### src/rtl/inta_sequencer.sv
// 8259-style interrupt acknowledge sequencer: request capture, priority resolution,
// two-pulse INTA handshake and the in-service register.
module inta_sequencer (
  input  logic       clk,
  input  logic       reset,
  input  logic [7:0] ir,
  input  logic       ltim,
  input  logic [7:0] imr,
  input  logic [4:0] vec_base,
  input  logic       aeoi,
  input  logic       init_done,
  input  logic       eoi,
  input  logic       inta_n,
  output logic       int_out,
  output logic [7:0] irr,
  output logic [7:0] isr,
  output logic [7:0] vec_out,
  output logic       vec_oe
);

  typedef enum logic [1:0] {IDLE, ACK1, ACK2} state_e;

  state_e     state_q, state_d;
  logic [7:0] irr_q, irr_d;
  logic [7:0] isr_q, isr_d;
  logic [7:0] ir_prev_q;
  logic       inta_prev_q;
  logic       int_out_q, int_out_d;
  logic       spur_q, spur_d;
  logic [2:0] sel_q, sel_d;

  logic [7:0] pend, ir_rise;
  logic [7:0] isr_set, isr_clr, irr_ack;
  logic [2:0] req_idx, ishi_idx;
  logic       inta_fall, inta_rise;

  function automatic logic [2:0] lowest(input logic [7:0] v);
    logic [2:0] r;
    r = '0;
    for (int unsigned i = 8; i > 0; i--) begin
      if (v[i-1]) r = 3'(i - 1);
    end
    return r;
  endfunction

  assign pend      = irr_q & ~imr;
  assign ir_rise   = ir & ~ir_prev_q;
  assign req_idx   = lowest(pend);
  assign ishi_idx  = lowest(isr_q);
  assign inta_fall = ~inta_n & inta_prev_q;
  assign inta_rise = inta_n & ~inta_prev_q;

  always_comb begin
    state_d   = state_q;
    sel_d     = sel_q;
    spur_d    = spur_q;
    int_out_d = 1'b0;
    isr_set   = '0;
    isr_clr   = '0;
    irr_ack   = '0;

    // EOI acts on the old ISR, so a bit set by a coincident acknowledge survives.
    if (eoi && (isr_q != '0)) isr_clr = 8'b1 << ishi_idx;

    if (!init_done) begin
      state_d = IDLE;
    end else begin
      case (state_q)
        IDLE: begin
          if (inta_fall) begin
            state_d = ACK1;
            spur_d  = (pend == '0);
            if (pend == '0) begin
              sel_d = 3'd7;
            end else begin
              sel_d   = req_idx;
              isr_set = 8'b1 << req_idx;
              if (!ltim) irr_ack = 8'b1 << req_idx;
            end
          end else begin
            int_out_d = (pend != '0) && ((isr_q == '0) || (req_idx < ishi_idx));
          end
        end
        ACK1: begin
          if (inta_fall) state_d = ACK2;
        end
        ACK2: begin
          if (inta_rise) begin
            state_d = IDLE;
            if (aeoi && !spur_q) isr_clr = isr_clr | (8'b1 << sel_q);
          end
        end
        default: state_d = IDLE;
      endcase
    end

    isr_d = (isr_q & ~isr_clr) | isr_set;
    irr_d = ltim ? ir : ((irr_q & ~irr_ack) | ir_rise);
  end

  always_ff @(posedge clk or posedge reset) begin
    if (reset) begin
      state_q     <= IDLE;
      irr_q       <= '0;
      isr_q       <= '0;
      ir_prev_q   <= '0;
      inta_prev_q <= 1'b1;
      int_out_q   <= 1'b0;
      spur_q      <= 1'b0;
      sel_q       <= '0;
    end else begin
      state_q     <= state_d;
      irr_q       <= irr_d;
      isr_q       <= isr_d;
      ir_prev_q   <= ir;
      inta_prev_q <= inta_n;
      int_out_q   <= int_out_d;
      spur_q      <= spur_d;
      sel_q       <= sel_d;
    end
  end

  // Vector drive is combinational on inta_n so the bus is released as soon as the pulse ends.
  assign vec_oe  = (state_q == ACK2) && !inta_n;
  assign vec_out = vec_oe ? {vec_base, sel_q} : '0;
  assign int_out = int_out_q;
  assign irr     = irr_q;
  assign isr     = isr_q;

endmodule

### config.mk
export PLATFORM = sky130hd
export DESIGN_NAME = inta_sequencer
export DESIGN_NICKNAME = d
export VERILOG_FILES = /design/src/rtl/inta_sequencer.sv
export SDC_FILE = /design/constraint.sdc
export NUM_CORES = 1
export LEC_CHECK = 0
export ABC_AREA = 1
export BUFFER_PORTS_ARGS = -buffer_cell sky130_fd_sc_hd__buf_2
export CORE_ASPECT_RATIO = 0.8
export CORE_UTILIZATION = 45
export CTS_BUF_LIST = sky130_fd_sc_hd__clkbuf_2 sky130_fd_sc_hd__clkbuf_4 sky130_fd_sc_hd__clkbuf_8
export DETAILED_ROUTE_END_ITERATION = 6
export GPL_ROUTABILITY_DRIVEN = 0
export PLACE_DENSITY = 0.85
export SLEW_MARGIN = 20
export SYNTH_ARGS = -nofsm -noshare
export SYNTH_HDL_FRONTEND = slang
export SYNTH_SLANG_ARGS = --single-unit
### constraint.sdc
create_clock -name clk -period 1.4 [get_ports clk]
set_input_delay 0.07 -clock clk [delete_from_list [all_inputs] [get_ports clk]]
set_output_delay 0.07 -clock clk [all_outputs]
set_load 0.005 [all_outputs]
==> results by stage <==
Power:
- The peak supply drop is 0.940 mV.
- Summed over all cells, the static leakage comes to 1.64 nW.
- The power density over cell area is 1470 nW/um2.
- Power comes to 4.46 mW.

Drt:
- The number of nets still failing antenna checks after routing is 0.
- The via total after detailed routing is 2,159.
- After detailed routing, the total wire length is 6.40 mm.
- Dividing the detail-routed via count by the number of cells gives 5.15.
- The total DRC errors in the routed layout is 0.
- After the first detailed-routing iteration, the DRC count stood at 178.
- The first detailed-routing pass took 4 iterations.
- After detailed routing, the average wire length per cell comes to 15.3 um.

Critical path:
- The required arrival time at the worst endpoint is 1.62 ns.
- The data arrival time of the worst path is 1.87 ns.
- The critical path class is flip-flop to flip-flop.
- STA classifies the critical path startpoint as a flip-flop.
- The top fanout value on the critical path is 5.
- The type of element capturing the critical path is a flip-flop.

Final layout:
- The layout filler cell count is 221.
- The finished layout cell area is 3040 um2.
- Measured on the finished design, the core utilization comes to 79.9%.
- The area growth from synthesis to final layout is 70.6%.
- In the final layout, the share of cells above drive strength 1 is 54.9%.
- The number of inserted diodes is 0.
- The final net count is 393.

Global route:
- The largest net degree at the start of global routing is 33.
- In the global route stage, overall resource usage came out at 26.9%.
- The wire length of the first global-routing pass is 8.27 mm.
- The layer flagged by global routing as most heavily used is met2.
- The met3 layer usage reported by global route is 7.83%.
- The initial antenna violation count is 0.
- The via count of the first global-routing pass is 1,876.
- Global routing used 32.7% of the available met1 tracks.
- The remaining global-route overflow is 0.
- For this run, global-route usage on met2 was measured as 45.8%.

CTS:
- The deepest clock path buffer count is 2.
- The number of clock buffers inserted by TritonCTS is 5.
- The count of clock tree sinks is 32.
- The H-tree depth reported by CTS is 2.
- The master cell of the clock root buffer is clkbuf_8.
- The clock latency on the worst-skew pair is 0.29 ns.
- TritonCTS built the clock tree.
- After clock tree synthesis, the clock-pin slew on the worst setup and hold paths is 0.07 ns.

STA:
- Based on the critical path, the design can be clocked at up to 608 MHz.
- The final critical path takes up 117% of the cycle.
- For the final database, setup skew stands at 0.00466 ns.
- The time the worst path needs with I/O delays and setup is 1.64 ns.
- The max-slew headroom at the worst pin is 62.9%.
- After layout, the worst setup slack is -0.244 ns.
- The final-report max-slew violation count came to 0.
- The total negative setup slack is -2.84 ns.
- The actual transition at the worst max-transition pin is 0.556 ns.
- The number of hold violations in the final report is 0.
- The count of final setup violators is 28.
- Setup repair after global routing could not meet its margin everywhere.

Logic synthesis:
- The post-synthesis compound-gate area fraction is 7.17%.
- After synthesis, the largest family of logic cells by area is simple AND/OR/NAND/NOR gates.
- The total nets after synthesis is 269.
- The Yosys step of the flow raised 0 warnings.
- The fraction of synthesized area in multiplexers is 0%.
- The number of enable-type register cells in the synthesized netlist is 0.
- For this run, asynchronously set or reset flops after synthesis account for 100%.
- Sequential cells were found to cover 45.0% of the synthesized design area.
- The cell count after synthesis came out at 239.
- Of the total synthesized cell area, the portion taken by full adders, half adders and majority gates is 1.41%.
- The netlist area before placement is 1780 um2.
- The xor/xnor share of the synthesized area is 0%.
- Summing the areas of all and, or, nand and nor instances in the mapped netlist gives 36.0% of the synthesized area.
- The flop and latch count out of synthesis is 32.
- The predominant post-synthesis flop cell is dfrtp_1.
- The post-synthesis area per instance is 7.45 um2.
- In this run, distinct cell masters in the synthesized netlist total 32.

Place:
- The post-DP HPWL is 3.47 mm.
- The count of buffers added on input and output ports is 53.
- The post-detailed-placement cell area is 2380 um2.

Floorplanning:
- The placeable core area is 3800 um2.
- In this run the vertical extent of the chip is 58.3 um.
- The die is 72.3 um wide.
- The initialized floorplan defines 20 standard-cell rows.
- The starting utilization of the core area is 46.8%.
- The top-level port count is 54.
- The die covers 4210 um2.

Run:
- The max-cap check violation count is 0.

Hold path:
- The type of the tightest min-delay check is primary input to flip-flop.

Run status:
- The final reports fail on negative setup slack.
- The run finished, with violations left.
## cells in the final DEF (no fill, tap or decap), types with 2 or more instances in the layout
master | Yosys | final
a21oi_2 | 0 | 4
a21oi_4 | 1 | 2
a22oi_2 | 0 | 2
buf_2 | 0 | 53
buf_4 | 1 | 44
buf_6 | 0 | 10
clkbuf_4 | 0 | 2
clkbuf_8 | 0 | 6
dfrtp_1 | 31 | 31
dlygate4sd3_1 | 0 | 11
ha_4 | 0 | 2
inv_1 | 37 | 30
inv_2 | 9 | 12
inv_4 | 0 | 4
nand2_1 | 69 | 52
nand2_2 | 4 | 19
nand2_4 | 1 | 3
nand3_1 | 24 | 15
nand3_2 | 1 | 9
nor2_1 | 23 | 14
nor2_2 | 5 | 7
nor2_4 | 2 | 9
nor3_1 | 2 | 2
nor3_2 | 4 | 2
nor3_4 | 0 | 2
o21ai_1 | 2 | 2
## synthesized netlist by cell type (2+ instances only)
| cell | number | share of area, % |
|---|---|---|
| nor2_1 | 23 | 4.8 |
| nor2_2 | 5 | 1.8 |
| ha_1 | 2 | 1.4 |
| o21ai_1 | 2 | 0.56 |
| nor3_1 | 2 | 0.56 |
| a21oi_1 | 6 | 1.7 |
| a22oi_1 | 2 | 0.84 |
| inv_1 | 37 | 7.8 |
| nor3_2 | 4 | 2.2 |
| nor2_4 | 2 | 1.3 |
| nand3_1 | 24 | 6.7 |
| nand2_2 | 4 | 1.4 |
| dfrtp_1 | 31 | 44 |
| nand2_1 | 69 | 15 |
| inv_2 | 9 | 1.9 |
## power by group
part	switching (mW)	internal, mW
Combinational	1.33	1.13
Clock	0.345	0.439
Sequential	0.126	1.09
Total	1.80	2.66
## worst max-delay path: stages (launching register included)
cell and delay [ns]:
dfrtp_1 0.41, inv_2 0.09, nand3_4 0.09, a31oi_4 0.28, inv_2 0.11, ha_4 0.26
nand2_2 0.08, inv_2 0.04, nand2_2 0.06, nand2_2 0.05, a21oi_2 0.11
## layer usage
metal,up-vias,part of all wire [%]
met4,0,3.8
li1,991,-
met5,-,0
met2,127,50
met3,31,7.7
met1,1010,38
## state kept, by name (all words and copies together), names as in the netlist
| register | count |
|---|---|
| int_out | 1 |
| irr | 8 |
| spur_q | 1 |
| ir_prev_q | 8 |
| state_q | 2 |
| sel_q | 3 |
| inta_prev_q | 1 |
| isr | 8 |
## kinds of logic (layout without fill, tap and decap cells)
logic type / Yosys count / count (layout)
AO/OA/AOI/OAI: 18 / 18
AND/OR/NAND/NOR: 139 / 139
adder cells (fa/ha/maj): 2 / 2
flip-flops: 32 / 32
buffers and inverters: 48 / 173
## per-stage QoR
stage / hold slack [ns] / instances / setup slack (ns)
floorplan: 0.0745 / 239 / -0.0878
global placement: 0.165 / 382 / -0.0997
global route: 0.282 / 419 / -0.295
finish: 0.247 / 419 / -0.244
CTS: 0.222 / 408 / -0.160
detailed placement: 0.175 / 382 / -0.153
## layout make-up
| cell class | count | area [um2] | share of cell area (%) |
|---|---|---|---|
| Tap cell | 55 | 68.8 | 2.27 |
| Sequential cell | 32 | 802 | 26.4 |
| Timing Repair Buffer | 118 | 818 | 26.9 |
| Clock buffer | 8 | 97.6 | 3.21 |
| Multi-Input combinational cell | 159 | 1060 | 35.0 |
| Inverter | 47 | 188 | 6.18 |
## worst paths after layout
path / start / to / slack [ns] / cells after the start
max in group asynchronous: reset / inta_prev_q / 0.65 / 4
min: eoi / isr[7] / 0.25 / 6
max reg2reg: isr[4] / int_out / -0.24 / 10
max: isr[4] / int_out / -0.24 / 10
min in group asynchronous: reset / ir_prev_q[1] / 0.41 / 4
min reg2reg: ir_prev_q[4] / irr[4] / 0.50 / 3
## repair_timing
item | CTS | global route
gates resized for setup | 30 | 53
hold buffers | 11 | 0
endpoints found under the setup margin | 26 | 30
cloned | 0 | 0
pin swaps | 7 | 37
setup buffers | 7 | 13
endpoints found under the hold margin | 45 | 0
Power figures use the tool's default switching activity.
